===== config.mk =====
export PLATFORM = sky130hd
export DESIGN_NAME = arbiter_8way
export DESIGN_NICKNAME = d
export VERILOG_FILES = /design/src/rtl/arbiter_8way_pkg.sv /design/src/rtl/arbiter_8way_rr_pick8.sv /design/src/rtl/arbiter_8way.sv
export SDC_FILE = /design/constraint.sdc
export NUM_CORES = 1
export LEC_CHECK = 0
export CELL_PAD_IN_SITES_DETAIL_PLACEMENT = 0
export CELL_PAD_IN_SITES_GLOBAL_PLACEMENT = 1
export CORE_AREA = 4 4 78 80
export CTS_CLUSTER_DIAMETER = 60
export DETAILED_ROUTE_END_ITERATION = 10
export DIE_AREA = 0 0 82 84
export GPL_TIMING_DRIVEN = 0
export PLACE_DENSITY = 0.82
export SYNTH_ARGS = -nofsm -noshare
export SYNTH_HDL_FRONTEND = slang
export SYNTH_SLANG_ARGS = --single-unit

===== constraint.sdc =====
create_clock -name clk -period 3.45 [get_ports clk]
set_clock_uncertainty 0.2 [all_clocks]
set_input_delay 0.345 -clock clk [delete_from_list [all_inputs] [get_ports clk]]
set_output_delay 0.345 -clock clk [all_outputs]
set_load 0.01 [all_outputs]

===== src/rtl/arbiter_8way_pkg.sv =====
// Shared constants and state encoding for the 8-way round-robin arbiter.
package arbiter_8way_pkg;

   localparam int NUM_WAYS = 8;
   localparam int SEL_W    = 3;
   localparam int HOLD_W   = 8;

   typedef enum logic {
      IDLE  = 1'b0,
      GRANT = 1'b1
   } state_t;

endpackage


===== src/rtl/arbiter_8way_rr_pick8.sv =====
// Combinational round-robin picker: first set request at or after ptr, wrapping mod 8.
module rr_pick8
   import arbiter_8way_pkg::*;
(
   input  logic [NUM_WAYS-1:0] req,
   input  logic [SEL_W-1:0]    ptr,
   output logic [SEL_W-1:0]    winner,
   output logic                any_req
);

   logic [SEL_W-1:0] idx;

   // Scan from the farthest offset down so the closest hit to ptr is written last.
   always_comb begin
      winner  = ptr;
      any_req = |req;
      idx     = '0;
      for (int k = NUM_WAYS - 1; k >= 0; k--) begin
         idx = ptr + SEL_W'(k);
         if (req[idx]) winner = idx;
      end
   end

endmodule


===== src/rtl/arbiter_8way.sv =====
// Two-state round-robin arbiter with hold limit; all outputs come straight from flops.
module arbiter_8way
   import arbiter_8way_pkg::*;
#(
   parameter int unsigned MAX_HOLD = 16
) (
   input  logic                clk,
   input  logic                resetN,
   input  logic [NUM_WAYS-1:0] req,
   input  logic                done,
   output logic [NUM_WAYS-1:0] grant,
   output logic [SEL_W-1:0]    select,
   output logic                busy,
   output logic                timeout
);

   localparam logic [HOLD_W-1:0] HOLD_MAX  = HOLD_W'(MAX_HOLD);
   localparam logic [HOLD_W-1:0] HOLD_LAST = HOLD_W'(MAX_HOLD - 1);

   state_t              state, state_nxt;
   logic [SEL_W-1:0]    ptr, ptr_nxt, winner, select_nxt;
   logic [HOLD_W-1:0]   hold_cnt, hold_nxt;
   logic [NUM_WAYS-1:0] grant_nxt;
   logic                any_req, busy_nxt, timeout_nxt;
   logic                hold_hit, owner_drop, release_now;

   rr_pick8 u_pick (
      .req     (req),
      .ptr     (ptr),
      .winner  (winner),
      .any_req (any_req)
   );

   assign hold_hit    = (hold_cnt == HOLD_LAST);
   assign owner_drop  = ~req[select];
   assign release_now = done | owner_drop | hold_hit;

   always_ff @(posedge clk or negedge resetN) begin
      if (!resetN) state <= IDLE;
      else         state <= state_nxt;
   end

   always_comb begin
      state_nxt = state;
      case (state)
         IDLE:    if (any_req)     state_nxt = GRANT;
         GRANT:   if (release_now) state_nxt = IDLE;
         default: state_nxt = IDLE;
      endcase
   end

   always_comb begin
      grant_nxt   = grant;
      select_nxt  = select;
      ptr_nxt     = ptr;
      hold_nxt    = hold_cnt;
      timeout_nxt = 1'b0;
      case (state)
         IDLE: begin
            grant_nxt = '0;
            if (any_req) begin
               grant_nxt  = NUM_WAYS'(1) << winner;
               select_nxt = winner;
               hold_nxt   = '0;
            end
         end
         GRANT: begin
            if (release_now) begin
               grant_nxt   = '0;
               ptr_nxt     = select + SEL_W'(1);
               // Only a pure hold-limit release counts as a timeout; done wins ties.
               timeout_nxt = hold_hit & ~done & ~owner_drop;
            end else if (hold_cnt != HOLD_MAX) begin
               hold_nxt = hold_cnt + HOLD_W'(1);
            end
         end
         default: grant_nxt = '0;
      endcase
      busy_nxt = (state_nxt == GRANT);
   end

   always_ff @(posedge clk or negedge resetN) begin
      if (!resetN) begin
         grant    <= '0;
         select   <= '0;
         busy     <= 1'b0;
         timeout  <= 1'b0;
         ptr      <= '0;
         hold_cnt <= '0;
      end else begin
         grant    <= grant_nxt;
         select   <= select_nxt;
         busy     <= busy_nxt;
         timeout  <= timeout_nxt;
         ptr      <= ptr_nxt;
         hold_cnt <= hold_nxt;
      end
   end

endmodule


==> results.yml <==
sta:
  period_minus_slack_ns: 3.29
  slew_headroom: 0.305
  setup_viol: 0
  setup_tns_ns: 0
  drv_slew: 0
  post-route-period-util: 0.954
  worstMarginPinSlew_ns: 1.04
  holdWs_ns: 0.286
  rsz0062_at_grt: "no"
  max_freq_mhz: 304
  hold_viol: 0
synth:
  ys.flop_type: "dfrtp_1"
  synth-seq-cells: 24
  netlist_area_sq_mm: 0.00209
  synth_area_per_cell_sq_um: 9.99
  synth-edff-count: 0
  synth_nets: 225
  postSynth.asyncResetShare: 1.00
  synth_cells: 209
  synth_cell_types: 53
  ys_seq_area_frac: 0.288
  ys_warn_count: 0
cells_and_area:
  syn_to_final_growth_pct: 22.0
  antenna_cells: 0
  drive_gt1_frac: 0.202
  layout_commonest_cell: "dfrtp_1"
  fin_nets: 255
  finish.utilization: 0.472
  nFillCells: 526
  final_cell_mix: "dfrtp_1 (24), clkdlybuf4s50_1 (23), nand2_1 (20), a21oi_1 (12), mux4_2 (11)"
flow_run:
  max_cap_viol_count: 0
clocking:
  cts_tree: "done"
  cts.htree.levels: 1
  cts_hold_buf: 0
  cts_buffer_depth: 2
  root_buffer: "clkbuf_8"
  numClockSinks: 24
  clk_pin_slew_worst_paths_ns: 0.08
  clkLatencyLatePin_ns: 0.26
  cts_made_buffers: 3
power_and_ir_drop:
  sw_frac_of_total: 0.493
  power.density_mw_per_mm2: 1080
  max-vdd-ir-drop_uv: 493
  p_total_mw: 2.75
  p_leak_nw: 0.986
  power_switching_mw: 1.35
  p_comb_frac: 0.770
  clkPwrFrac: 0.068
  internal-power_mw: 1.39
  seq_power_share: 0.162
detailed_routing:
  wl_per_cell_microns: 16.9
  drtIter0Drc: 215
  drc_errors: 0
  final_antenna_net_count: 0
  drt-total-wl_microns: 5220
  viasPerCell: 6.14
  vias: 1902
  drt_first_pass_iters: 6
setup_path:
  endpoint: "grant[4]"
  cp_data_arrival_time_ns: 3.25
  critical_path_class: "reg2reg"
  rr_worst_depth: 11
  reg2reg_to: "grant[4]"
  worstPathRequired_ns: 3.41
  timing.critical_path.from: "ptr[0]"
  startpoint_type: "register"
  r2r_slack_ns: 0.16
  path_max_fanout: 10
  r2r_start: "ptr[0]"
  cp-end-kind: "register"
min_path:
  hp-class: "reg2reg"
  whs_path_depth: 2
placed_design:
  place.gp.congestion: 0.944
  dpl.hpwl_microns: 3780
  io_buffers: 23
global_route:
  grt.overflow.total: 0
  grt_first_pass_wirelength_microns: 8800
  grt_use_total: 0.158
  antenna_found_initial: 0
  grt_pass1_vias: 1785
  grt_max_degree: 25
floorplanning:
  rows: 27
  io_pins: 24
  start_util: 0.386
  core-area_sq_mm: 0.00541
  die_area_sq_mm: 0.00689
  die_y_microns: 84
  die_w_microns: 82
status:
  status: "complete, no violations"
[power groups by stage]
stage | Sequential [mW] | Combinational, mW | Clock (mW)
after floorplan | 0.456 | 1.42 | 0
after global placement | 0.454 | 1.90 | 0
after detailed placement | 0.454 | 1.89 | 0
after CTS | 0.444 | 1.96 | 0.191
after global routing | 0.461 | 2.30 | 0.206
final | 0.446 | 2.12 | 0.186
[timing repair]
item,CTS,global route
gates resized for setup,7,12
hold endpoints to repair,0,0
setup endpoints to repair,11,10
pin swaps,0,3
setup buffers,1,2
[metrics by stage]
stage	area, sq um	cells	worst slack [ns]
6_report	2550	310	0.158
5_1_grt	2550	310	0.0324
4_1_cts	2480	308	0.00989
3_5_place_dp	2410	304	-0.411
3_3_place_gp	2410	304	-0.466
2_1_floorplan	2090	209	0.205
[sequential cells by signal, summed over array words and instances, names as in the netlist]
signal and flops:
select 3, ptr 3, timeout 1, busy 1, hold_cnt 8, grant 8
[worst max-delay path, cell delays in order (launching register included)]
cell	delay [ns]
dfrtp_1	0.37
buf_6	0.11
buf_6	0.14
inv_1	0.07
ha_1	0.30
clkbuf_4	0.21
mux4_2	0.41
a21o_1	0.21
a222oi_1	0.36
a31oi_1	0.23
o21a_2	0.31
o41ai_2	0.28
[synthesized netlist by cell type, drive strengths merged, types with 5 or more instances]
cell type  count  area, sq um
dfrtp         24          601
ha             5         62.6
nor2           6         22.5
mux2i         10          100
nand3          6         30.0
buf            7         40.0
a211oi         5         37.5
or4            5         37.5
mux2           8         90.1
o31ai          9         67.6
inv            6         22.5
mux4          14          330
nand2         20         75.1
o21ai         10         50.1
clkbuf         5         18.8
a21oi         12         60.1
[layer usage]
metal	track usage	vias to the layer above	part of all wire	routed length, microns
met5	0	-	0	0
met4	0.0408	0	0.0092	48
met3	0.0216	5	0.067	350
met2	0.227	67	0.45	2330
met1	0.245	926	0.48	2500
li1	-	904	-	-
[layout make-up]
class / instances / area (sq um) / area share
Tap cell: 72 / 90.1 / 0.0353
Buffer: 11 / 68.8 / 0.0270
Multi-Input combinational cell: 166 / 1450 / 0.570
Clock buffer: 4 / 55.1 / 0.0216
Sequential cell: 24 / 601 / 0.236
Inverter: 7 / 28.8 / 0.0113
Timing Repair Buffer: 26 / 253 / 0.0992
[kinds of logic (layout without fill, tap and decap cells)]
kind of cell,after synthesis,in the layout,synth area share
buffers and inverters,19,48,0.0407
adder cells (fa/ha/maj),5,5,0.0300
multiplexers,32,32,0.249
flip-flops,24,24,0.288
XOR/XNOR,5,5,0.0210
AND/OR/NAND/NOR,60,60,0.155
AO/OA/AOI/OAI,64,64,0.217
[how the worst min path moves through the flow]
stage | to | from | slack, ns
CTS | grant[5] | grant[5] | 0.29
global placement | grant[1] | grant[1] | 0.27
finish | grant[0] | grant[0] | 0.29
floorplan | busy | resetN | -0.15
global route | grant[0] | grant[0] | 0.31
detailed placement | grant[1] | grant[1] | 0.26
(Power assumes the default switching activity.)
